File: config.mk
export PLATFORM = sky130hd
export DESIGN_NAME = uart_transmit
export DESIGN_NICKNAME = d
export VERILOG_FILES = /design/src/rtl/uart_transmit.sv
export SDC_FILE = /design/constraint.sdc
export NUM_CORES = 1
export LEC_CHECK = 0
export ABC_AREA = 0
export CAP_MARGIN = 10
export CORE_UTILIZATION = 47
export CTS_CLUSTER_SIZE = 25
export DETAILED_ROUTE_END_ITERATION = 7
export PLACE_DENSITY = 0.69
export SYNTH_ARGS = -nofsm -noshare
export SYNTH_HDL_FRONTEND = slang
export SYNTH_SLANG_ARGS = --single-unit
File: constraint.sdc
create_clock -name sys_clk -period 3.15 [get_ports sys_clk]
set_clock_uncertainty 0.2 [all_clocks]
set_input_delay 0.315 -clock sys_clk [delete_from_list [all_inputs] [get_ports sys_clk]]
set_output_delay 0.315 -clock sys_clk [all_outputs]
set_load 0.02 [all_outputs]
File: src/rtl/uart_transmit.sv
// UART transmitter (8N1/8N2), one clock per bit, fed by a small byte FIFO.
// Frames are emitted back to back while the FIFO holds data.
module uart_transmit #(
    parameter int FIFO_DEPTH = 4,
    parameter int STOP_BITS  = 1
) (
    input  logic       sys_clk,
    input  logic       sys_reset,
    input  logic [7:0] i_send_data,
    input  logic       i_send_data_en,
    output logic       o_send_ready,
    output logic       o_busy,
    output logic       o_send_done,
    output logic       uart_tx
);

    localparam int PW = $clog2(FIFO_DEPTH);
    localparam int CW = PW + 1;

    typedef enum logic [1:0] {
        IDLE  = 2'd0,
        START = 2'd1,
        DATA  = 2'd2,
        STOP  = 2'd3
    } state_t;

    state_t        state_q, state_d;
    logic [7:0]    shift_q, shift_d;
    logic [2:0]    bit_cnt_q, bit_cnt_d;
    logic [0:0]    stop_cnt_q, stop_cnt_d;
    logic          tx_q, tx_d;
    logic          done_q, done_d;
    logic [PW-1:0] wr_ptr_q, wr_ptr_d;
    logic [PW-1:0] rd_ptr_q, rd_ptr_d;
    logic [CW-1:0] count_q, count_d;
    logic [7:0]    mem_q [FIFO_DEPTH];

    logic          push;
    logic          pop;
    logic          fifo_empty;

    assign o_send_ready = (count_q != CW'(FIFO_DEPTH));
    assign o_busy       = (state_q != IDLE) || (count_q != '0);
    assign o_send_done  = done_q;
    assign uart_tx      = tx_q;

    // tx_d is the line level for the state being entered, so uart_tx stays registered.
    always_comb begin
        state_d    = state_q;
        shift_d    = shift_q;
        bit_cnt_d  = bit_cnt_q;
        stop_cnt_d = stop_cnt_q;
        tx_d       = tx_q;
        done_d     = 1'b0;
        pop        = 1'b0;
        push       = i_send_data_en && o_send_ready;
        fifo_empty = (count_q == '0);

        case (state_q)
            IDLE: begin
                tx_d = 1'b1;
                if (!fifo_empty) begin
                    pop     = 1'b1;
                    shift_d = mem_q[rd_ptr_q];
                    state_d = START;
                    tx_d    = 1'b0;
                end
            end
            START: begin
                state_d   = DATA;
                bit_cnt_d = 3'd0;
                tx_d      = shift_q[0];
            end
            DATA: begin
                if (bit_cnt_q == 3'd7) begin
                    state_d    = STOP;
                    stop_cnt_d = 1'b0;
                    tx_d       = 1'b1;
                end else begin
                    bit_cnt_d = bit_cnt_q + 3'd1;
                    shift_d   = {1'b0, shift_q[7:1]};
                    tx_d      = shift_q[1];
                end
            end
            STOP: begin
                tx_d = 1'b1;
                if (stop_cnt_q == 1'(STOP_BITS - 1)) begin
                    done_d = 1'b1;
                    if (!fifo_empty) begin
                        pop     = 1'b1;
                        shift_d = mem_q[rd_ptr_q];
                        state_d = START;
                        tx_d    = 1'b0;
                    end else begin
                        state_d = IDLE;
                    end
                end else begin
                    stop_cnt_d = stop_cnt_q + 1'b1;
                end
            end
            default: state_d = IDLE;
        endcase

        wr_ptr_d = wr_ptr_q + PW'(push);
        rd_ptr_d = rd_ptr_q + PW'(pop);
        count_d  = count_q + CW'(push) - CW'(pop);
    end

    always_ff @(posedge sys_clk) begin
        if (sys_reset) begin
            state_q    <= IDLE;
            shift_q    <= 8'h00;
            bit_cnt_q  <= 3'd0;
            stop_cnt_q <= 1'b0;
            tx_q       <= 1'b1;
            done_q     <= 1'b0;
            wr_ptr_q   <= '0;
            rd_ptr_q   <= '0;
            count_q    <= '0;
        end else begin
            state_q    <= state_d;
            shift_q    <= shift_d;
            bit_cnt_q  <= bit_cnt_d;
            stop_cnt_q <= stop_cnt_d;
            tx_q       <= tx_d;
            done_q     <= done_d;
            wr_ptr_q   <= wr_ptr_d;
            rd_ptr_q   <= rd_ptr_d;
            count_q    <= count_d;
        end
    end

    // Storage needs no reset: the pointers and count decide what is valid.
    always_ff @(posedge sys_clk) begin
        if (push) begin
            mem_q[wr_ptr_q] <= i_send_data;
        end
    end

endmodule

**Word level (Yosys, flattened, before mapping)**

Memories as Yosys holds them, arrays and structs flattened. A register that Yosys moved wholly into a read port is not among the register bits.
Cells that the tools add are included.

- Logic and storage cells: 65
- Memories kept: 1
- Input bits: 11
- Output and inout port bits: 4
- Register bits: 23
- Memory bits (writable): 32

- Add/subtract/negate cells: 6
- Eq/ne operators: 9
- Muxes and demuxes: 25
- Reductions and logical operators: 14
- Bitwise operators: 1

Memory list:

| name | depth | bits a word | read ports | clocked after memory_dff | write ports | line | RTL |
|---|---|---|---|---|---|---|---|
| mem_q | 4 | 8 | 1 | 1 | 1 | 36 | `logic [7:0] mem_q [FIFO_DEPTH];` |

Operator list:

| cell | count |
|---|---|
| $mux W8 | 3 |
| $pmux W8 S3 | 1 |
| $mux W1 | 11 |
| $mux W2 | 4 |
| $ne A2 B2 Y1 const B | 4 |
| $pmux W2 S4 | 1 |
| $pmux W3 S2 | 1 |
| $reduce_and A3 Y1 | 2 |
| $reduce_bool A2 Y1 | 3 |
| $reduce_bool A3 Y1 | 2 |
| $add A2 B1 Y2 | 2 |
| $eq A2 B2 Y1 const B | 2 |
| $pmux W1 S2 | 2 |
| $pmux W1 S4 | 1 |
| $reduce_and A2 Y1 | 2 |
| $add A3 B1 Y3 | 1 |
| $add A3 B1 Y3 const B | 1 |
| $eq A3 B3 Y1 const B | 1 |
| $logic_not A3 Y1 | 1 |
| $mux W3 | 1 |
| $ne A3 B3 Y1 const B | 1 |
| $sub A3 B1 Y3 | 1 |
| $eq A2 B1 Y1 const B | 1 |
| $logic_not A2 Y1 | 1 |
| 5 further kinds | 5 |

**Longest topological paths before layout**

- Depth in word-level cells: 6
- Gate-level depth with buffers: 11
- Mapped depth without buffers: 11

**Least setup slack after synthesis**

OpenSTA, ideal clock, no wires.

- Path type: register to register
- Start point: register count_q[1]
- End point: register count_q[2]
- Setup time: 0.078 ns
- Clock period less this slack: 2.413 ns
- Slack: 0.737 ns
- Arrival time: 2.134 ns
- Required time: 2.872 ns
- Stages on the path, launching flop included: 10
- Path buffers: 0
- Path through: dfxtp_1 > or3b_1 > nand2_1 > xnor2_1 > ha_1 > inv_1 > fa_1 > xor2_1 > and2_1 > nor3_1

- Elaborated cells on any way between the ends: 8
- Classes of those cells: add/sub (2); eq/ne (1); mux (3); reduce/logical (2)

RTL lines:

| element | line | RTL |
|---|---|---|
| start, declared | 35 | `logic [CW-1:0] count_q, count_d;` |
| start signal, assigned | 129 | `count_q <= count_d;` |
| $ne A3 B3 Y1 | 42 | `assign o_send_ready = (count_q != CW'(FIFO_DEPTH));` |
| named net o_send_ready | 11 | `output logic o_send_ready,` |
| $logic_and A1 B1 Y1 | 56 | `push = i_send_data_en && o_send_ready;` |
| $add A3 B1 Y3 | 106 | `count_d = count_q + CW'(push) - CW'(pop);` |
| $sub A3 B1 Y3 | 106 |  |

The timed path passes the listed nets, and every way through them passes these cells.
A chain may end at the register's enable or synchronous reset.

**Worst setup path in the final report**

- Start point: register state_q[0]
- End point: register count_q[2]

- Longest elaborated chain between the ends: 3
- Elaborated cells on any way between the ends: 4
- Classes of those cells: add/sub (1); eq/ne (1); mux (1); reduce/logical (1)

Ends and longest elaborated chain:

| element | line | RTL |
|---|---|---|
| start, declared | 27 | `state_t state_q, state_d;` |
| start signal, assigned | 121 | `state_q <= state_d;` |
| $eq A2 B2 Y1 / $logic_not A2 Y1 (equally long branches) | 59 | `case (state_q)` |
| $pmux W1 S2 (*) | 59 |  |
| $sub A3 B1 Y3 (*) | 106 |  |

Every way passes the cells marked *; elsewhere a longest branch is shown, timed or not.

==> results_dict.tcl <==
set metrics [dict create \
    layout.nets 213 \
    grt_usage_pct 18.39 \
    crit_family "adder cells" \
    finalNonFillerCells 260 \
    critPathLaunchType "register" \
    slowest_delay_ns 0.38 \
    path_buf_inv 2 \
    layout_common_cells "edfxtp_1, dfxtp_1, mux2_2, a21oi_1, clkdlybuf4s50_1" \
    place_congestion 0.7602 \
    synthFlopType "edfxtp_1" \
    firstDrtPassIters 4 \
    syn_area_mm2 0.002351 \
    met1_usage_pct 23.19 \
    grt_max_degree 18 \
    cts_setup_buffers 0 \
    synthCells 175 \
    crit_arrival_ns 2.70 \
    synth_cell_type_count 39 \
    area_growth_syn_to_layout_pct 13.25 \
    drt-wirelength-per-cell_um 15.68 \
    mostFrequentLayoutCell "edfxtp_1" \
    path_class "reg -> reg" \
    cts_hold_buf 0 \
    yosysSeqAreaShare_pct 59.61 \
    cts_tree "yes" \
    synthTopCellsByArea "edfxtp_1, dfxtp_1, mux2_2" \
    synth_top_area_share_pct 40.87 \
    hold_viol_final 0 \
    power_frac_comb_pct 38.5 \
    clkTransAtPathRegs_ns 0.09 \
    worst_path_max_delay_cell "dfxtp_1" \
    worstHoldPathType "reg -> reg" \
    path_max_fanout 5 \
    drt-initial-drc-count 88 \
    synth_top_area_cell "edfxtp_1" \
    ant_nets 0 \
    drt_wl_total_um 4077 \
    ys_seq_elements 54 \
    seqPwrFrac_pct 43.8 \
    cp_data_required_time_ns 3.19 \
    use_met2_pct 30.74 \
    fp.dieW_um 72.73 \
    rows 25 \
    avgSynthCellArea_um2 13.43 \
    crit_chain "inv_1 -> ha_1 -> nor3_1 -> xnor2_1 -> ha_1 -> inv_1 -> fa_1 -> xor2_1 -> and2_1 -> nor3_1" \
    port_buffers 14 \
    leakage_uw 0.0009247 \
    max_slew.worst_pin.slew_ns 0.7399 \
    avgViaCountPerCell 5.488 \
    synth.net_count 196 \
    cap_violations 0 \
    h-tree-depth 2 \
    clk_latency_ns 0.31 \
    internal_power_uw 1466 \
    start_util_pct 49.45 \
    relSlewSlack_pct 50.61 \
    diodes 0 \
    dp.final_hpwl_um 2899 \
    cts_resized 0 \
    grt_pass1_wl_um 7169 \
    die_area_mm2 0.005289 \
    grt_pass1_vias 1530 \
    power_frac_clock_pct 17.7 \
    cts_buffers 5 \
    fmax_ghz 0.3763 \
    drc 0 \
    synthArstFlopShare_pct 0 \
    setup_violations 0 \
    period_share_pct 84.36 \
    swShare_pct 35.72 \
    status "completed" \
    place_inst 252 \
    vias 1427 \
    rsz0062_at_grt "no" \
    max-vdd-ir-drop_mv 0.4353 \
    cts_buffer_depth 2 \
    overflow 0 \
    power.density_mw_per_mm2 856.4 \
    synth-edff-count 32 \
    slew_viol_final 0 \
    io_pins 15 \
    grt_busiest_layer "met2" \
    grt_antenna_before_repair 0 \
    use_met3_pct 4.282 \
    p_sw_uw 814.3 \
    fin_crit_ns 2.657 \
    layout-drive-gt1-share_pct 19.17 \
    clock-sinks 54 \
    cts-root-buf "clkbuf_8" \
    ys_warn_count 0 \
    setup_tns_ns 0 \
    end_kind "register" \
    dieHeight_um 72.73 \
    fin_hold_ws_ns 0.2974 \
    core_area_mm2 0.004755 \
]
-- kinds of logic after synthesis --
family                     Yosys count  share of synthesized area (%)
DFF                                 54                          59.61
AOI/OAI and AO/OA                   40                          13.09
and+or+nand+nor                     40                          10.01
muxes                               16                          8.142
buffers and inverters               12                          2.395
adders and majority gates           10                          5.641
xor gates and xnor gates             3                          1.118
-- worst register-to-register path: stages (launching register included) --
cell and delay [ns]:
dfxtp_1 0.38, inv_1 0.11, ha_1 0.37, nor3_1 0.32, xnor2_1 0.17, ha_1 0.17, inv_1 0.05, fa_1 0.37
xor2_1 0.17, and2_1 0.17, nor3_1 0.12
-- synthesized netlist by cell type, types with 2 or more instances --
cell,n
o31ai_1,2
dfxtp_1,22
inv_1,4
nor3b_1,2
nor3_1,4
clkbuf_1,2
xnor2_1,2
a21oi_1,14
mux2_2,15
or4_1,2
a211oi_2,7
nor2b_1,7
nand2b_1,3
buf_2,3
o21ai_0,5
and2_1,3
nand2_1,4
nor2_1,7
edfxtp_1,32
ha_1,9
buf_1,2
a222oi_1,7
-- per-layer routing --
layer | vias to the layer above | routed length [um] | part of all wire (%)
li1 | 701 | - | -
met3 | 6 | 113 | 2.8
met2 | 23 | 2122 | 52
met1 | 697 | 1769 | 43
met5 | - | 0 | 0
met4 | 0 | 73 | 1.8
-- cell type report --
| class | instances | area [um2] |
|---|---|---|
| clock buffer | 6 | 82.58 |
| clock inverter | 2 | 16.27 |
| fill | 423 | 2092 |
| inverter | 4 | 15.01 |
| multi-input combinational | 109 | 893.4 |
| sequential | 54 | 1401 |
| tap | 67 | 83.83 |
| timing repair buffer | 18 | 170.2 |
-- worst paths after layout --
| check | startpoint | endpoint | slack (ns) | depth (start not counted) |
|---|---|---|---|---|
| worst max register to register | state_q[0] | count_q[2] | 0.49 | 10 |
| worst min-delay path | shift_q[7] | shift_q[7] | 0.30 | 2 |
| worst min register to register | shift_q[7] | shift_q[7] | 0.30 | 2 |
| worst max-delay path | state_q[0] | count_q[2] | 0.49 | 10 |
-- power groups by stage --
stage,clock network (uW),logic (uW),registers [uW]
after CTS,417,880,999
after detailed placement,0,877,1010
after floorplan,0,702,982
after global placement,0,838,999
after global routing,444,976,1020
final,404,879,998
-- per-stage QoR --
| stage | util, % | cell area, um2 | setup WS (ns) | total power (uW) |
|---|---|---|---|---|
| 2_1_floorplan | - | 2351 | 0.7373 | 1684 |
| 3_3_place_gp | 53.92 | 2564 | 0.6697 | 1837 |
| 3_5_place_dp | 53.92 | 2564 | 0.5103 | 1891 |
| 4_1_cts | 56.00 | 2663 | 0.4853 | 2297 |
| 5_1_grt | 56.00 | 2663 | 0.3153 | 2438 |
| 6_report | 56.00 | 2663 | 0.4927 | 2280 |
-- registers in the layout (all words and copies together) (netlist names) --
signal / count
bit_cnt_q: 3
count_q: 3
rd_ptr_q: 2
o_send_done: 1
shift_q: 8
wr_ptr_q: 2
state_q: 2
mem_q: 32
uart_tx: 1
(Power assumes the default switching activity.)
